<file path="src/rtl/isa_pkg.sv">
// Shared ISA definitions for the control stage and the accumulator ALU:
// instruction field positions, opcode encodings and the control FSM states.
package isa_pkg;

    // Instruction layout: {type_bit, op[3:0], reg[3:0]}
    localparam int INSTR_W  = 9;
    localparam int TYPE_BIT = 8;
    localparam int OP_MSB   = 7;
    localparam int OP_LSB   = 4;
    localparam int REG_MSB  = 3;
    localparam int REG_LSB  = 0;

    // Opcodes for type_bit = 0 instructions
    localparam logic [3:0] OP_TAKE   = 4'b0000;
    localparam logic [3:0] OP_PUT    = 4'b0001;
    localparam logic [3:0] OP_LOAD   = 4'b0010;
    localparam logic [3:0] OP_STORE  = 4'b0011;
    localparam logic [3:0] OP_XOR    = 4'b0100;
    localparam logic [3:0] OP_NAND   = 4'b0101;
    localparam logic [3:0] OP_SHL    = 4'b0110;
    localparam logic [3:0] OP_SHR    = 4'b0111;
    localparam logic [3:0] OP_LOOKUP = 4'b1000;
    localparam logic [3:0] OP_LSN    = 4'b1001;
    localparam logic [3:0] OP_EQL    = 4'b1010;
    localparam logic [3:0] OP_ADD    = 4'b1011;
    localparam logic [3:0] OP_SUB    = 4'b1100;
    localparam logic [3:0] OP_OF0    = 4'b1101;
    localparam logic [3:0] OP_HALT   = 4'b1110;
    localparam logic [3:0] OP_TBA    = 4'b1111;

    // Control sequencer states
    typedef enum logic [1:0] {
        IDLE     = 2'd0,
        RUN      = 2'd1,
        MEM_WAIT = 2'd2,
        HALTED   = 2'd3
    } ctrl_state_t;

endpackage

</file>
<file path="src/rtl/pc_ctrl.sv">
// Fetch/decode/sequence control for the accumulator ALU. Owns the program
// counter, the architectural overflow flag and all write/memory enables.
// Optional feature: define PC_CTRL_MEM_TIMEOUT_EN to abort a load/store that
// waits MEM_TIMEOUT cycles without mem_ready (halts with err=1).
module pc_ctrl
    import isa_pkg::*;
#(
    parameter int PC_W        = 8,
    parameter int MEM_TIMEOUT = 16
) (
    input  logic                CLK,
    input  logic                RESET_N,
    input  logic                start,
    input  logic [INSTR_W-1:0]  instr,
    input  logic [7:0]          acc_val,
    input  logic                alu_ovf,
    input  logic                mem_ready,
    output logic [PC_W-1:0]     pc,
    output logic [3:0]          OP,
    output logic                type_bit,
    output logic [3:0]          reg_addr,
    output logic                ovf_flag,
    output logic                acc_we,
    output logic                reg_we,
    output logic                mem_req,
    output logic                mem_we,
    output logic                done,
    output logic                err
);

    ctrl_state_t     state;
    ctrl_state_t     state_next;
    logic [PC_W-1:0] pc_next;
    logic [PC_W-1:0] pc_inc;
    logic [PC_W-1:0] br_off;
    logic            ovf_next;

    // The wait counter is 8 bits wide, so the limit has to fit in it.
    if (MEM_TIMEOUT < 1 || MEM_TIMEOUT > 255) begin : g_bad_mem_timeout
        $error("pc_ctrl: MEM_TIMEOUT must be in 1..255");
    end

    assign type_bit = instr[TYPE_BIT];
    assign OP       = instr[OP_MSB:OP_LSB];
    assign reg_addr = instr[REG_MSB:REG_LSB];

    assign pc_inc = pc + PC_W'(1);
    assign br_off = PC_W'($signed(instr[OP_MSB:0]));
    assign done   = (state == HALTED);

`ifdef PC_CTRL_MEM_TIMEOUT_EN
    logic [7:0] wait_cnt;
    logic       err_q;
    logic       err_next;
    logic       timeout_hit;

    assign timeout_hit = (state == MEM_WAIT) && !mem_ready
                         && (wait_cnt == 8'(MEM_TIMEOUT - 1));
    assign err = err_q;

    // Wait counter sits at zero outside MEM_WAIT so it is clear on every entry.
    always_ff @(posedge CLK) begin
        if (!RESET_N || state != MEM_WAIT) begin
            wait_cnt <= 8'd0;
        end else begin
            wait_cnt <= wait_cnt + 8'd1;
        end
    end
`else
    assign err = 1'b0;
`endif

    // State, pc, overflow flag (and abort flag) registers.
    always_ff @(posedge CLK) begin
        if (!RESET_N) begin
            state    <= IDLE;
            pc       <= '0;
            ovf_flag <= 1'b0;
`ifdef PC_CTRL_MEM_TIMEOUT_EN
            err_q    <= 1'b0;
`endif
        end else begin
            state    <= state_next;
            pc       <= pc_next;
            ovf_flag <= ovf_next;
`ifdef PC_CTRL_MEM_TIMEOUT_EN
            err_q    <= err_next;
`endif
        end
    end

    // Next-state, next-pc and enable decode from state and the current instruction.
    always_comb begin
        state_next = state;
        pc_next    = pc;
        ovf_next   = ovf_flag;
        acc_we     = 1'b0;
        reg_we     = 1'b0;
        mem_req    = 1'b0;
        mem_we     = 1'b0;
`ifdef PC_CTRL_MEM_TIMEOUT_EN
        err_next   = err_q;
`endif

        case (state)
            IDLE: begin
                if (start) begin
                    state_next = RUN;
                end
            end

            RUN: begin
                if (type_bit) begin
                    pc_next = (acc_val != 8'd0) ? pc + br_off : pc_inc;
                end else begin
                    case (OP)
                        OP_TAKE, OP_XOR, OP_NAND, OP_SHL, OP_SHR,
                        OP_LOOKUP, OP_LSN, OP_EQL, OP_SUB: begin
                            acc_we  = 1'b1;
                            pc_next = pc_inc;
                        end
                        OP_ADD: begin
                            acc_we   = 1'b1;
                            ovf_next = alu_ovf;
                            pc_next  = pc_inc;
                        end
                        OP_PUT: begin
                            reg_we  = 1'b1;
                            pc_next = pc_inc;
                        end
                        OP_LOAD: begin
                            mem_req    = 1'b1;
                            state_next = MEM_WAIT;
                        end
                        OP_STORE: begin
                            mem_req    = 1'b1;
                            mem_we     = 1'b1;
                            state_next = MEM_WAIT;
                        end
                        OP_OF0: begin
                            ovf_next = 1'b0;
                            pc_next  = pc_inc;
                        end
                        OP_HALT: begin
                            state_next = HALTED;
                        end
                        default: begin
                            pc_next = pc_inc;
                        end
                    endcase
                end
            end

            MEM_WAIT: begin
                mem_req = 1'b1;
                mem_we  = (OP == OP_STORE);
                if (mem_ready) begin
                    acc_we     = (OP == OP_LOAD);
                    pc_next    = pc_inc;
                    state_next = RUN;
                end
`ifdef PC_CTRL_MEM_TIMEOUT_EN
                else if (timeout_hit) begin
                    err_next   = 1'b1;
                    state_next = HALTED;
                end
`endif
            end

            HALTED: begin
                if (start) begin
                    pc_next    = '0;
                    ovf_next   = 1'b0;
`ifdef PC_CTRL_MEM_TIMEOUT_EN
                    err_next   = 1'b0;
`endif
                    state_next = RUN;
                end
            end

            default: begin
                state_next = IDLE;
            end
        endcase

        if (!RESET_N) begin
            acc_we  = 1'b0;
            reg_we  = 1'b0;
            mem_req = 1'b0;
            mem_we  = 1'b0;
        end
    end

endmodule

</file>
<file path="config.mk">
export PLATFORM = sky130hd
export DESIGN_NAME = pc_ctrl
export DESIGN_NICKNAME = d
export VERILOG_FILES = /design/src/rtl/isa_pkg.sv /design/src/rtl/pc_ctrl.sv
export SDC_FILE = /design/constraint.sdc
export NUM_CORES = 1
export LEC_CHECK = 0
export CAP_MARGIN = 25
export CELL_PAD_IN_SITES_DETAIL_PLACEMENT = 1
export CELL_PAD_IN_SITES_GLOBAL_PLACEMENT = 2
export CORE_AREA = 2 2 65 98
export CTS_BUF_LIST = sky130_fd_sc_hd__clkbuf_8
export CTS_CLUSTER_DIAMETER = 40
export DETAILED_ROUTE_END_ITERATION = 10
export DIE_AREA = 0 0 67 100
export GPL_ROUTABILITY_DRIVEN = 0
export PLACE_DENSITY_LB_ADDON = 0.1
export SYNTH_ARGS = -nofsm -noshare
export SYNTH_HDL_FRONTEND = slang
export SYNTH_SLANG_ARGS = --single-unit
</file>
<file path="constraint.sdc">
create_clock -name CLK -period 1.9 [get_ports CLK]
set_input_delay 0.38 -clock CLK [delete_from_list [all_inputs] [get_ports CLK]]
set_output_delay 0.38 -clock CLK [all_outputs]
set_load 0.05 [all_outputs]
</file>
* After elaboration in Yosys (flattened, before gate mapping) *
Index checks and enable logic that the tools add are counted.
Widths: inputs -> output; s select.

word-level totals
  register bits after elaboration = 11
  output and inout port bits = 24

cells by class
  add/sub/neg operators = 2
  equality and inequality tests = 24
  mux-type cells = 32
  reductions and logical operators = 12

operators with widths
  kind                 count
  $mux 8               5
  $eq 4x4->1 const B   7
  $pmux 8 s3           1
  $eq 4x3->1 const B   4
  $mux 1               16
  $reduce_and 4->1     3
  $pmux 1 s2           5
  $reduce_or 10->1     1
  $add 8x1->8 const B  1
  $add 8x8->8          1
  $eq 4x2->1 const B   2
  $reduce_bool 8->1    1
  $mux 2               3
  $ne 2x2->1 const B   3
  $ne 3x3->1 const B   2
  $pmux 2 s3           1
  $eq 2x2->1 const B   2
  $eq 4x1->1 const B   1
  $logic_not 4->1      1
  $pmux 2 s2           1
  $reduce_or 2->1      2
  $ne 3x2->1 const B   1
  $reduce_bool 3->1    1
  $reduce_or 3->1      1
  4 further kinds      4

* Logic depth before layout (Yosys ltp) *
Gate-level depths: netlist of run 1.

  depth after elaboration = 6
  mapped depth = 9
  gate-level depth less buffers = 9

* Worst setup path before layout of run 1 *
No wires, ideal clock.

  kind = register to output
  from = register state[1]
  to = output reg_we
  arrival = 2.465 ns
  path slack = -0.945 ns
  cell stages (with the launch flop) = 6
  cell sequence = dfxtp_1 -> inv_1 -> ha_1 -> nor2b_1 -> nand2_1 -> nor4_1

on the way
  word-level cells in the longest chain between the ends = 3

RTL lines
  item                    line            RTL
  start, declared         pc_ctrl.sv:31   ctrl_state_t state;
  start signal, assigned  pc_ctrl.sv:83   state <= state_next;
  $eq 2x1->1              pc_ctrl.sv:105  case (state)
  $mux 1                  pc_ctrl.sv:105
  $mux 1                  pc_ctrl.sv:186  if (!RESET_N) begin
  end, declared           pc_ctrl.sv:24   output logic reg_we,

No other way between the ends.

* Worst setup path in the final report of run 1 *
  from = register state[1]
  to = output acc_we

on the way
  word-level cells in the longest chain between the ends = 3

RTL lines
  item                                      line            RTL
  $eq 2x2->1 or $eq 2x1->1 (tied branches)  pc_ctrl.sv:105
  $pmux 1 s2 *                              pc_ctrl.sv:105
  $mux 1 *                                  pc_ctrl.sv:186
  end, declared                             pc_ctrl.sv:23   output logic acc_we,

Mark *: on every way between the ends. The rest lies on a longest branch, timed or not.

==> flow_metrics.tcl, run 1 <==
set metrics [dict create \
    setup_viol 0 \
    dieWidth_um 67 \
    final_core_util_pct 41.30 \
    stdcell_area_um2 2460 \
    avgSynthCellArea_um2 7.741 \
    cp.arrival_ps 1470 \
    routed-via-count 1546 \
    cts_sinks 11 \
    drt_pre_antenna_iters 3 \
    p_sw_uw 505.0 \
    seq_power_share_pct 23.5 \
    ys_seq_elements 11 \
    reg2regPathDepth 9 \
    via_per_inst 4.742 \
    placed_cells 317 \
    swShare_pct 40.73 \
    multi_input_area_um2 1119 \
    synth_flop_cell "dfxtp_1" \
    wl_per_cell_um 15.20 \
    vdd.ir_drop.worst_mv 0.1956 \
    numPortBuffers 44 \
    die-area_um2 6700 \
    r2r_end "pc[5]" \
    cts_tree "yes" \
    drive_gt1_share_pct 49.21 \
    max-slew-margin-rel_pct 59.37 \
    drv_slew 0 \
    cts_root_buf "clkbuf_8" \
    antenna_found_initial 0 \
    cts_buffers 3 \
    post_dp_cell_area_um2 2210 \
    wl_met3_um 90 \
    layout_worst_path_cycle_share_pct 97.30 \
    chipHeight_um 100 \
    syn_nets 206 \
    critPathLaunchType "flop" \
    cellPowerDensity_nw_per_um2 504.0 \
    crit_fanout 5 \
    p_int_uw 734.8 \
    ff2ff_setup_slack_ps 90 \
    rsz0062_at_grt "yes" \
    yosysTopAreaCell "dfxtp_1" \
    fin_nets 288 \
    synth_edf_count 0 \
    leakagePower_uw 0.001056 \
    hp-class "flop to flop" \
    track_usage_pct 15.02 \
    start_util_pct 22.23 \
    grt_start_max_net_pins 13 \
    skew_ps 0.6981 \
    yosysWarningCount 0 \
    path_class "flop to primary output" \
    fillers 744 \
    cts_hold_buf 0 \
    power.total_uw 1240 \
    clk_latency_ps 240 \
    async_flop_share_pct 0 \
    seq_area_frac_synth_pct 16.64 \
    outcome "finished clean" \
    regArea_um2 236.5 \
    clockBufferDepth 2 \
    synthCells 171 \
    ant_nets 0 \
    hold_slack_ps 495.7 \
    rr_startpoint "state[1]" \
    synth_area_um2 1324 \
    drt_wl_total_um 4956 \
    core_area_um2 5956 \
    path_clk_slew_ps 60 \
    drc 0 \
    highest_layer "met4" \
    fmax_mhz 540.9 \
    ctsHtreeMaxLevel 1 \
    n_antenna_cell 0 \
    dp_hpwl_um 4048 \
    syn_to_final_growth_pct 85.82 \
    required_ps 1520 \
    first_global_vias 1662 \
    critical_path.startpoint "state[1]" \
    crit_path_end "acc_we" \
    grt_pass1_wl_um 7824 \
    post-route-min-period_ps 1849 \
    rows 35 \
    combPwrFrac_pct 56.9 \
    first_iter_violations 34 \
    m1WireLength_um 1813 \
    grt_overflow 0 \
    wl_met2_um 2985 \
    ios 46 \
    synth_top_area_share_pct 16.64 \
    hold_viol_final 0 \
    max_cap_violations 0 \
    instances_no_fill 326 \
    worstSetupEndpointType "primary output" \
    tightestPinTransition_ps 606.2 \
    ys_top_cells_by_area "dfxtp_1 17%, ha_1 11%, buf_4 7.4%" \
    ys_types 54 \
    clockPowerShare_pct 19.7 \
]
-- metal layers --
metal  track usage [%]  vias to the layer above
li1                  -                      763
met1             15.91                      753
met2             29.70                       25
met3            0.8969                        5
met4             5.338                        0
met5                 0                        -
-- per-stage QoR --
step / setup slack, ps / setup TNS [ps]
finish: 51.29 / 0
CTS: -17.98 / -30.03
global route: -49.78 / -97.34
floorplan: -83.09 / -249.5
global placement: -613.6 / -4111
detailed placement: -654.4 / -4529
-- cells in the mapped netlist (4+ instances only) --
cell type and n:
nor2_1 16, buf_4 13, inv_1 13, ha_1 12, a21oi_1 11, dfxtp_1 11
nand2_1 10, nand3_1 10, o21ai_1 7, o21ai_0 6, xnor2_1 5, xor2_1 4
-- worst min path at each step --
stage	start	endpoint	slack, ps	cells past startpoint
2_1_floorplan	state[1]	state[1]	500	2
3_3_place_gp	ovf_flag	ovf_flag	470	2
3_5_place_dp	ovf_flag	ovf_flag	470	2
4_1_cts	ovf_flag	ovf_flag	480	2
5_1_grt	ovf_flag	ovf_flag	560	2
6_report	ovf_flag	ovf_flag	500	2
-- flip-flops by register name (all words and copies together), names as in the netlist --
name      count
state         2
ovf_flag      1
pc            8
-- power groups by stage --
stage               sequential, uW  clock [uW]  combinational (uW)
floorplan                      357           0                 311
global placement               284           0                 645
detailed placement             286           0                 657
CTS                            285         256                 687
global route                   295         266                 764
finish                         291         244                 705
-- cell families after synthesis --
kind of cell / count (synthesis) / synth area share [%]
DFF: 11 / 16.64
AOI/OAI and AO/OA: 49 / 26.85
and+or+nand+nor: 59 / 23.63
buffers and inverters: 29 / 13.80
other: 1 / 0.2833
adders and majority gates: 13 / 12.85
xor gates and xnor gates: 9 / 5.954
-- what timing repair did --
| item | 4_1_cts | 5_1_grt |
|---|---|---|
| pin swaps | 18 | 23 |
| setup endpoints to repair | 12 | 10 |
| setup buffers | 5 | 1 |
| cloned | 0 | 0 |
| resized for setup | 50 | 19 |
-- cell type report --
cell class	instances	share of cell area [%]
clock buffer	3	1.679
clock inverter	1	0.1526
inverter	13	2.085
multi-input combinational	131	45.47
sequential	11	9.613
tap	74	3.764
timing repair buffer	93	37.23
-- placed cells by master, fill, tap and decap left out, drive strengths merged, types with 5 or more instances in the layout --
| master | Yosys | routed |
|---|---|---|
| nor2 | 16 | 16 |
| buf | 15 | 74 |
| nand3 | 10 | 10 |
| nand2 | 11 | 11 |
| o21ai | 14 | 14 |
| dlygate4sd2 | 0 | 11 |
| xnor2 | 5 | 5 |
| a21oi | 13 | 13 |
| ha | 12 | 12 |
| inv | 13 | 14 |
| dfxtp | 11 | 11 |
-- critical path, cell delays in order, from the launching register on --
cell     delay, ps
dfxtp_2        340
buf_6          110
ha_4           170
nand4_1        120
a21oi_2        180
a21oi_2         60
nor2_4         100
buf_12         140
No activity file was read; power rests on OpenSTA's default activity.
==> run 2, diff against run 1 <==
PLACE_DENSITY = 0.88   (was default)
PLACE_DENSITY_LB_ADDON = default   (was 0.1)
==> run 2 against run 1 <==
Die area is the same. Clock power grew 2%. Count of clock-buffer cells in the layout is the same. Sequential share of layout area shrank 0.33 points. Power grew 2.8%. Hold slack lost 8.1 ps. Non-clock buffer count grew 3. Maximum frequency shrank 1.6%. Global-route usage shrank 0.13 points. Final area grew 2.5%. Critical endpoint is now mem_we. Largest cell class unchanged. Highest routed layer unchanged.
==> flow_metrics.tcl, run 2 (same netlist as run 1, synthesis figures left out) <==
set metrics [dict create \
    cellPowerDensity_nw_per_um2 505.4 \
    cts_hold_buf 0 \
    dieWidth_um 67 \
    ff2ff_setup_slack_ps 50 \
    tightestPinTransition_ps 581.9 \
    ios 46 \
    drt_wl_total_um 4872 \
    leakagePower_uw 0.001106 \
    drv_slew 0 \
    fillers 714 \
    cts_sinks 11 \
    first_iter_violations 21 \
    worstSetupEndpointType "primary output" \
    grt_pass1_wl_um 7769 \
    grt_start_max_net_pins 16 \
    fin_nets 291 \
    hold_viol_final 0 \
    syn_to_final_growth_pct 90.45 \
    drt_pre_antenna_iters 4 \
    fmax_mhz 532.0 \
    finalSetupTns_ps 0 \
    chipHeight_um 100 \
    largest_register_ffs 8 \
    setup_viol 0 \
    skew_ps 1.336 \
    layout_commonest_cell "buf_4" \
    final_core_util_pct 42.33 \
    ant_nets 0 \
    dp_hpwl_um 3709 \
    die-area_um2 6700 \
    path_class "flop to primary output" \
    required_ps 1520 \
    largest_registers "pc (8), state (2), ovf_flag (1)" \
    post-route-min-period_ps 1880 \
    via_per_inst 4.796 \
    vdd.ir_drop.worst_mv 0.1866 \
    grt_overflow 0 \
    top_register "pc" \
    path_clk_slew_ps 60 \
    layout_worst_path_cycle_share_pct 98.92 \
    drc 0 \
    wl_per_cell_um 14.81 \
    cts_tree "yes" \
    ctsHtreeMaxLevel 1 \
    drive_gt1_share_pct 51.37 \
    cts_buffers 3 \
    critPathLaunchType "flop" \
    track_usage_pct 14.89 \
    clockBufferDepth 2 \
    rows 35 \
    hold_depth 2 \
    n_antenna_cell 0 \
    first_global_vias 1679 \
    max_cap_violations 0 \
    antenna_found_initial 0 \
    cts_root_buf "clkbuf_8" \
    cp.arrival_ps 1500 \
    core_area_um2 5956 \
    rsz0062_at_grt "yes" \
    numPortBuffers 44 \
    routed-via-count 1578 \
    hp-class "flop to flop" \
    placed_cells 313 \
    clk_latency_ps 250 \
    start_util_pct 22.23 \
    max-slew-margin-rel_pct 60.99 \
    layout_common_cells "55 x buf_4, 14 x buf_12, 12 x inv_1, 12 x nor2_1" \
    instances_no_fill 329 \
    reg2regPathDepth 8 \
    crit_fanout 4 \
    outcome "finished clean" \
]
[run 2: changes by cell type in the layout (fill, tap and decap cells not counted), sizes merged]
cell and delta:
dlygate4sd2 -5, clkbuf +2, buf +1, dlymetal6s2s +3, clkdlybuf4s50 +1, clkdlybuf4s15 +1
[run 2: power by group]
| group | switching [uW] | total (uW) | internal (uW) |
|---|---|---|---|
| Sequential | 31.3 | 289 | 258 |
| Clock | 106 | 249 | 143 |
| Combinational | 381 | 736 | 355 |
[run 2: final timing paths]
kind / from / to
max reg2reg: state[1] / pc[5]
min: ovf_flag / ovf_flag
min reg2reg: ovf_flag / ovf_flag
max: state[1] / mem_we
[run 2: layout make-up]
class                           count  area [um2]  share of cell area (%)
Multi-Input combinational cell    131        1139                   45.16
Clock inverter                      1       3.754                  0.1489
Tap cell                           74       92.59                   3.672
Sequential cell                    11       234.0                   9.280
Timing Repair Buffer               96       959.7                   38.06
Clock buffer                        3       41.29                   1.638
Inverter                           13       51.30                   2.035
[run 2: critical path, stage by stage, from the launching register on]
cell      delay (ps)
dfxtp_2          370
inv_2             60
ha_4             150
nor2b_4          130
buf_6            130
o211ai_1         200
nor2_2            70
buf_12           150
[run 2: per-layer routing]
layer  vias up  GRT usage (%)  share of wire (%)
met3        11          1.682                2.4
met1       764          15.11                 35
met4         0          7.849                2.6
li1        770              -                  -
met5         -              0                  0
met2        33          28.41                 60
[run 2: through the flow]
step | total power, uW | worst slack [ps] | hold WS (ps) | instance area (um2)
floorplan | 667.5 | -83.09 | 503.3 | 1360
global placement | 917.6 | -593.2 | 466.6 | 2180
detailed placement | 931.1 | -638.2 | 480.9 | 2180
CTS | 1229 | -16.23 | 493.6 | 2387
global route | 1362 | -53.19 | 521.4 | 2521
finish | 1274 | 20.45 | 487.6 | 2521
[run 2: what timing repair did]
action / 4_1_cts / 5_1_grt
pin swaps: 16 / 23
cloned: 0 / 0
buffers inserted: 4 / 8
gates resized for setup: 44 / 29
endpoints found under the setup margin: 12 / 12
==> run 3, diff against run 2 <==
MAX_ROUTING_LAYER = met4   (was default)
==> run 3 against run 2 <==
Power about the same. Flip-flop and latch count unchanged. Count of clock-buffer cells in the layout is the same. Die area unchanged. Combinational power about the same. Critical path depth did not move. Sequential share of layout area did not move. Maximum frequency barely moved. Final cell count is the same. Register-to-register slack about the same. Non-clock buffer count unchanged. Hold slack about the same.
==> flow_metrics.tcl, run 3 (same netlist as run 1, synthesis figures left out) <==
set metrics [dict create \
    die-area_um2 6700 \
    holdPathEnd "ovf_flag" \
    fin_nets 291 \
    cts_sinks 11 \
    cts_root_buf "clkbuf_8" \
    cp_cell_sequence "inv_2 -> ha_4 -> nor2b_4 -> buf_6 -> o211ai_1 -> nor2_2 -> buf_12" \
    grt_overflow 0 \
    rr_startpoint "state[1]" \
    max-slew-margin-rel_pct 60.93 \
    drv_slew 0 \
    seq_power_share_pct 22.7 \
    layout_commonest_cell "buf_4" \
    grt_pass1_wl_um 7776 \
    n_antenna_cell 0 \
    clockPowerShare_pct 19.5 \
    first_global_vias 1676 \
    skew_ps 1.122 \
    tightestPinTransition_ps 582.9 \
    drt_wl_total_um 4871 \
    combPwrFrac_pct 57.8 \
    path_clk_slew_ps 60 \
    syn_to_final_growth_pct 90.45 \
    post-route-min-period_ps 1878 \
    drt_pre_antenna_iters 4 \
    cp.arrival_ps 1500 \
    wl_per_cell_um 14.81 \
    max_stage_delay_ps 370 \
    first_iter_violations 21 \
    cts_buffers 3 \
    layout_worst_path_cycle_share_pct 98.84 \
    outcome "finished clean" \
    cts_hold_buf 0 \
    vdd.ir_drop.worst_mv 0.1862 \
    post_dp_cell_area_um2 2180 \
    track_usage_pct 15.33 \
    clk_latency_ps 250 \
    finalSetupTns_ps 0 \
    layout_common_cells "55 x buf_4, 14 x buf_12, 12 x inv_1, 12 x nor2_1" \
    ctsHtreeMaxLevel 1 \
    cts_tree "yes" \
    top_register "pc" \
    drc 0 \
    ant_nets 0 \
    leakagePower_uw 0.001106 \
    crit_fanout 4 \
    power.total_uw 1274 \
    hold_depth 2 \
    worstSetupEndpointType "primary output" \
    clockBufferDepth 2 \
    start_util_pct 22.23 \
    fmax_mhz 532.5 \
    routed-via-count 1586 \
    r2r_end "pc[5]" \
    rsz0062_at_grt "yes" \
    place_ws_ps -638.2 \
    ff2ff_setup_slack_ps 50 \
    setup_ws_ps 21.96 \
    path_class "flop to primary output" \
    hold_viol_final 0 \
    drive_gt1_share_pct 51.37 \
    rows 35 \
    largest_registers "pc (8), state (2), ovf_flag (1)" \
    numPortBuffers 44 \
    required_ps 1520 \
    cellPowerDensity_nw_per_um2 505.2 \
    p_int_uw 755.7 \
    via_per_inst 4.821 \
    stdcell_area_um2 2521 \
    reg2regPathDepth 8 \
    dieWidth_um 67 \
    max_cap_violations 0 \
    ios 46 \
    hp-class "flop to flop" \
    worstHoldStart "ovf_flag" \
    p_sw_uw 518.0 \
    slowest_stage "dfxtp_2" \
    antenna_found_initial 0 \
    dp_hpwl_um 3709 \
    core_area_um2 5956 \
    largest_register_ffs 8 \
    swShare_pct 40.67 \
    critPathLaunchType "flop" \
    chipHeight_um 100 \
    grt_start_max_net_pins 16 \
    setup_viol 0 \
]
## run 3: cell counts in the layout (fill, tap and decap cells not counted)
Identical to the previous run, type by type.
## run 3: area by class of cell
cell class                 count  area (um2)
sequential                    11       234.0
tap                           74       92.59
clock inverter                 1       3.754
timing repair buffer          96       959.7
clock buffer                   3       41.29
fill                         714        3435
multi-input combinational    131        1139
inverter                      13       51.30
## run 3: worst max path at each step
| stage | from | end | cells after the start |
|---|---|---|---|
| floorplan | state[1] | reg_we | 5 |
| CTS | state[0] | acc_we | 7 |
| finish | state[1] | mem_we | 7 |
| detailed placement | instr[0] | pc[6] | 10 |
| global placement | instr[0] | pc[6] | 10 |
| global route | state[1] | acc_we | 7 |
## run 3: metrics by stage
step / util [%] / cells / hold WS (ps)
6_report: 42.33 / 329 / 487.5
2_1_floorplan: - / 171 / 503.3
5_1_grt: 42.33 / 329 / 521.4
3_3_place_gp: 36.60 / 313 / 466.6
4_1_cts: 40.08 / 321 / 493.6
3_5_place_dp: 36.60 / 313 / 480.9
## run 3: worst max-delay path: cells and delay by family, from the launching register on
family | cells | cell delay (ps)
flops | 1 | 370
buf+inv | 3 | 340
simple gates | 2 | 200
compound gates | 1 | 200
fa+ha+maj | 1 | 150
## run 3: power by group through the flow
stage	Sequential [uW]	Combinational (uW)	Clock, uW
2_1_floorplan	357	311	0
3_3_place_gp	285	632	0
3_5_place_dp	286	645	0
4_1_cts	284	688	257
5_1_grt	293	803	267
6_report	289	736	249
## run 3: routing by layer
metal | track usage (%) | up-vias | share of wire, %
met5 | - | - | 0
met4 | 7.849 | 0 | 2.3
met3 | 1.570 | 11 | 2.4
met2 | 28.41 | 35 | 60
met1 | 15.25 | 769 | 35
li1 | - | 771 | -
## run 3: timing repair
item | CTS | global route
gates resized for setup | 44 | 29
setup endpoints to repair | 12 | 12
pin swaps | 16 | 23
buffers inserted | 4 | 8
==> RTL change 1: new RTL, config.mk and constraints of run 2 <==
Set the parameter `PC_W` to 9 (it was 8).
--- a/src/rtl/pc_ctrl.sv
+++ b/src/rtl/pc_ctrl.sv
@@ -6,5 +6,5 @@
     import isa_pkg::*;
 #(
-    parameter int PC_W        = 8,
+    parameter int PC_W        = 9,
     parameter int MEM_TIMEOUT = 16
 ) (
Interface: changed (resized pc); port bits go from 46 to 47. No check against the original RTL was run, so the function may have changed too.
==> RTL change 1 against run 2 <==
The run now ends with negative setup slack left. Clock power is 20% higher. Via count is 17% higher. Design area grew 10%. Critical path depth decreased by 1. Area after synthesis is 12% higher. Total power grew 22%. Routed wire length grew 24%. Worst setup slack got worse by 0.043 ns. Critical path type unchanged. Sequential cell count rose by 1. Global-route usage rose by 3.5 points.
==> RTL change 1: results (changes against run 2) <==
placed_cell_area_um2: 2432  # +12%
syn-num-nets: 230  # +12%
synthTopCellsByArea: "dfxtp_1, ha_1, buf_4, nand2_1, nor3_1"
failed_checks: "negative setup slack"
drive_gt1_share_pct: 48.42  # -3.0 points
r2r-end: "pc[8]$_SDFFE_PN0P_"
reg.largest.list: "pc x9, state x2, ovf_flag x1"
grt_max_degree: 13  # -3
grt_pass1_vias: 1974  # +18%
synth_cell_types: 56  # +3.7%
cp.arrival_ns: 1.54  # +0.04 ns
finish.net_count: 322  # +11%
p_sw_uw: 649.4  # +25%
finalSetupViolCount: 1  # +1
cp_max_fo: 3  # -1
cp-startpoint: "state[0]$_SDFFE_PN0P_"
critPathSlowestCell: "dfxtp_4"
worstRegToRegCells: 7  # -1
dp_hpwl_um: 4670  # +26%
rrSetupSlack_ns: 0.07  # +0.02 ns
outcome: "complete, but fails checks"
setup_ws_ns: -0.02212  # -0.04257 ns
ys_top_cells_by_count: "nand2_1, ha_1, nor2_1"
grt_pass1_wl_um: 9404  # +21%
yosysSeqAreaShare_pct: 16.19  # -0.45 points
drt-initial-drc-count: 29  # +38%
place_ws_ns: -0.5423  # +0.09589 ns
r2r_start: "pc[0]$_SDFFE_PN0P_"
vias: 1845  # +17%
p_leak_uw: 0.001157  # +4.6%
RTL change 1: cell count changes in the layout (fill, tap and decap cells not counted), sizes merged, moves of 5 or more:
| cell | delta |
|---|---|
| dlygate4sd2 | +9 |
| nor3 | +8 |
| buf | +6 |
| nand2 | +6 |
| dlymetal6s2s | -5 |
| o2111ai | +5 |
RTL change 1: power groups by stage:
stage	Sequential [uW]	Combinational, uW	Clock [uW]
after CTS	318	880	302
after global placement	318	807	0
after global routing	328	1000	313
after detailed placement	319	828	0
after floorplan	414	375	0
final	324	933	298
RTL change 1: layout make-up:
class,count,area share [%]
Multi-Input combinational cell,157,47.30
Timing Repair Buffer,102,36.72
Sequential cell,12,9.046
Tap cell,74,3.330
Clock buffer,4,1.980
Inverter,10,1.620
RTL change 1: worst min path at each step:
stage | cells past startpoint | slack [ns] | end | startpoint
after floorplan | 2 | 0.49 | state[1]$_SDFFE_PN0P_ | state[1]$_SDFFE_PN0P_
after global placement | 2 | 0.54 | pc[1]$_SDFFE_PN0P_ | pc[1]$_SDFFE_PN0P_
after detailed placement | 2 | 0.57 | pc[1]$_SDFFE_PN0P_ | pc[1]$_SDFFE_PN0P_
after CTS | 2 | 0.57 | pc[1]$_SDFFE_PN0P_ | pc[1]$_SDFFE_PN0P_
after global routing | 1 | 0.63 | ovf_flag$_SDFFE_PN0P_ | ovf_flag$_SDFFE_PN0P_
final | 2 | 0.58 | pc[1]$_SDFFE_PN0P_ | pc[1]$_SDFFE_PN0P_
RTL change 1: cell families (layout without fill, tap and decap cells):
family          count (synthesis)  after routing  share of synthesized area (%)
simple gates                   76             76                          26.81
compound gates                 55             55                          28.50
buf+inv                        25            116                          9.359
fa+ha+maj                      14             14                          12.31
flops                          12             12                          16.19
xor+xnor                       10             10                          5.902
other cells                     1              1                         0.2527
mux                             1              1                         0.6746
RTL change 1: metal layers:
| metal | part of all wire (%) | track usage (%) | routed length, um |
|---|---|---|---|
| met1 | 37 | 19.78 | 2251 |
| met4 | 4.1 | 7.849 | 251 |
| met5 | 0 | 0 | 0 |
| met2 | 55 | 34.88 | 3359 |
| met3 | 3.3 | 1.682 | 197 |
RTL change 1: per-stage QoR:
stage | instances | TNS, ns | utilization (%)
final | 359 | -0.02212 | 46.68
after detailed placement | 347 | -5.165 | 40.84
after global placement | 347 | -4.506 | 40.84
after global routing | 359 | -0.2108 | 46.68
after CTS | 356 | -0.08727 | 44.26
after floorplan | 194 | -0.01779 | -
RTL change 1: what timing repair did:
item | in CTS | in global routing
setup endpoints to repair | 13 | 10
endpoints found under the hold margin | 0 | 0
pin swaps | 15 | 19
gates cloned | 0 | 0
resized for setup | 44 | 23
setup buffers | 6 | 3
==> RTL change 2: new RTL, config.mk and constraints of run 2 <==
Made on the original files. Register the output `ovf_flag` once more; this adds one clock of latency there. The other outputs are not delayed to match.
--- a/src/rtl/pc_ctrl.sv
+++ b/src/rtl/pc_ctrl.sv
@@ -29,4 +29,6 @@
 );
 
+    logic ovf_flag_s0;
+
     ctrl_state_t     state;
     ctrl_state_t     state_next;
@@ -76,5 +78,5 @@
             state    <= IDLE;
             pc       <= '0;
-            ovf_flag <= 1'b0;
+            ovf_flag_s0 <= 1'b0;
 `ifdef PC_CTRL_MEM_TIMEOUT_EN
             err_q    <= 1'b0;
@@ -83,5 +85,5 @@
             state    <= state_next;
             pc       <= pc_next;
-            ovf_flag <= ovf_next;
+            ovf_flag_s0 <= ovf_next;
 `ifdef PC_CTRL_MEM_TIMEOUT_EN
             err_q    <= err_next;
@@ -94,5 +96,5 @@
         state_next = state;
         pc_next    = pc;
-        ovf_next   = ovf_flag;
+        ovf_next   = ovf_flag_s0;
         acc_we     = 1'b0;
         reg_we     = 1'b0;
@@ -192,4 +194,8 @@
     end
 
+    always_ff @(posedge CLK) begin
+        ovf_flag <= ovf_flag_s0;
+    end
+
 endmodule
 
Check against the original RTL: not equivalent (a bounded check fails within 4 cycles, from zero or initial values and one cycle with RESET_N low).
==> RTL change 2 against run 2 <==
The run now ends with negative setup slack left. Area after synthesis rose by 2.2%. Design area rose by 4.6%. Total power rose by 8.5%. Sequential share of layout area rose by 0.59 points. Routed wire length rose by 10%. Sequential cell count rose by 1. Worst setup slack got worse by 0.095 ns. Register-to-register slack got worse by 0.05 ns. Highest routed layer unchanged.
==> RTL change 2: results (changes against run 2) <==
hold_path_depth: 0  # -2
routed-wl-met2_um: 3172  # +9.1%
peakVddDrop_mv: 0.2005  # +7.5%
use_met1_pct: 15.86  # +0.75 points
drive_gt1_share_pct: 51.92  # +0.55 points
pg_comb_uw: 772  # +4.9%
met2_usage_pct: 32.98  # +4.6 points
finalSetupViolCount: 5  # +5
worstRegToRegCells: 9  # +1
grtUsageMet3_pct: 2.242  # +0.56 points
powerDensity_nw_per_um2: 523.9  # +3.7%
finClkSkew_ns: 0.004568  # +0.003232 ns
r2r_start: "pc[0]$_SDFFE_PN0P_"
grt_pass1_wl_um: 8383  # +7.9%
setup_ws_ns: -0.07488  # -0.09533 ns
reg.largest.list: "pc x8, state x2"
syn-num-nets: 204  # -0.97%
dp_hpwl_um: 4102  # +11%
synth_cell_types: 51  # -5.6%
r2r-end: "pc[4]$_SDFFE_PN0P_"
grt_pass1_vias: 1851  # +10%
place_ws_ns: -0.6901  # -0.05194 ns
ys_top_cells_by_count: "dfxtp_1, ha_1, nand2_1"
rrSetupSlack_ns: 0  # -0.05 ns
netSwitchingFraction_pct: 38.97  # -1.7 points
finish.net_count: 296  # +1.7%
drt-initial-drc-count: 64  # +200%
outcome: "complete, but fails checks"
holdWs_ns: 0.3860  # -0.1016 ns
cp_max_fo: 2  # -2
wire_per_inst_um: 16.10  # +8.8%
seq_power_share_pct: 22.5  # -0.2 points
placed_cell_area_um2: 2298  # +5.5%
setup_tns_ns: -0.1155  # -0.1155 ns
yosysSeqAreaShare_pct: 17.76  # +1.1 points
failed_checks: "negative setup slack"
grt.total_usage_pct: 16.48  # +1.6 points
hp-start: "ovf_flag_s0$_SDFFE_PN0P_"
dr_wl_met3_um: 189  # +62%
via_per_inst: 4.997  # +4.2%
p_leak_uw: 0.001150  # +4.0%
critPathMaxStageDelay_ns: 0.35  # -0.02 ns
clk_path_buf_depth: 2  # unchanged
RTL change 2: cell count changes in the layout (fill, tap and decap cells not counted), sizes merged, moves of 3 or more:
cell	before	now
dlygate4sd2	6	15
o211ai	2	5
inv	14	10
nor2	16	6
nor3	4	7
o211a	0	4
dlymetal6s2s	7	0
or3	0	3
buf	75	81
and3	1	4
RTL change 2: area by class of cell:
| type | count | area (um^2) |
|---|---|---|
| flip-flops and latches | 12 | 260.3 |
| fillers | 711 | 3318 |
| inverters | 10 | 42.54 |
| repair buffers | 102 | 991.0 |
| well taps | 74 | 92.59 |
| clock buffers | 4 | 55.05 |
| multi-input cells | 132 | 1196 |
RTL change 2: cell families after synthesis:
family / share of synthesized area [%]
AND/OR/NAND/NOR: 22.29
AO/OA/AOI/OAI: 30.99
buffers and inverters: 10.27
adder cells (fa/ha/maj): 12.58
flip-flops: 17.76
other: 0.2773
XOR/XNOR: 5.828
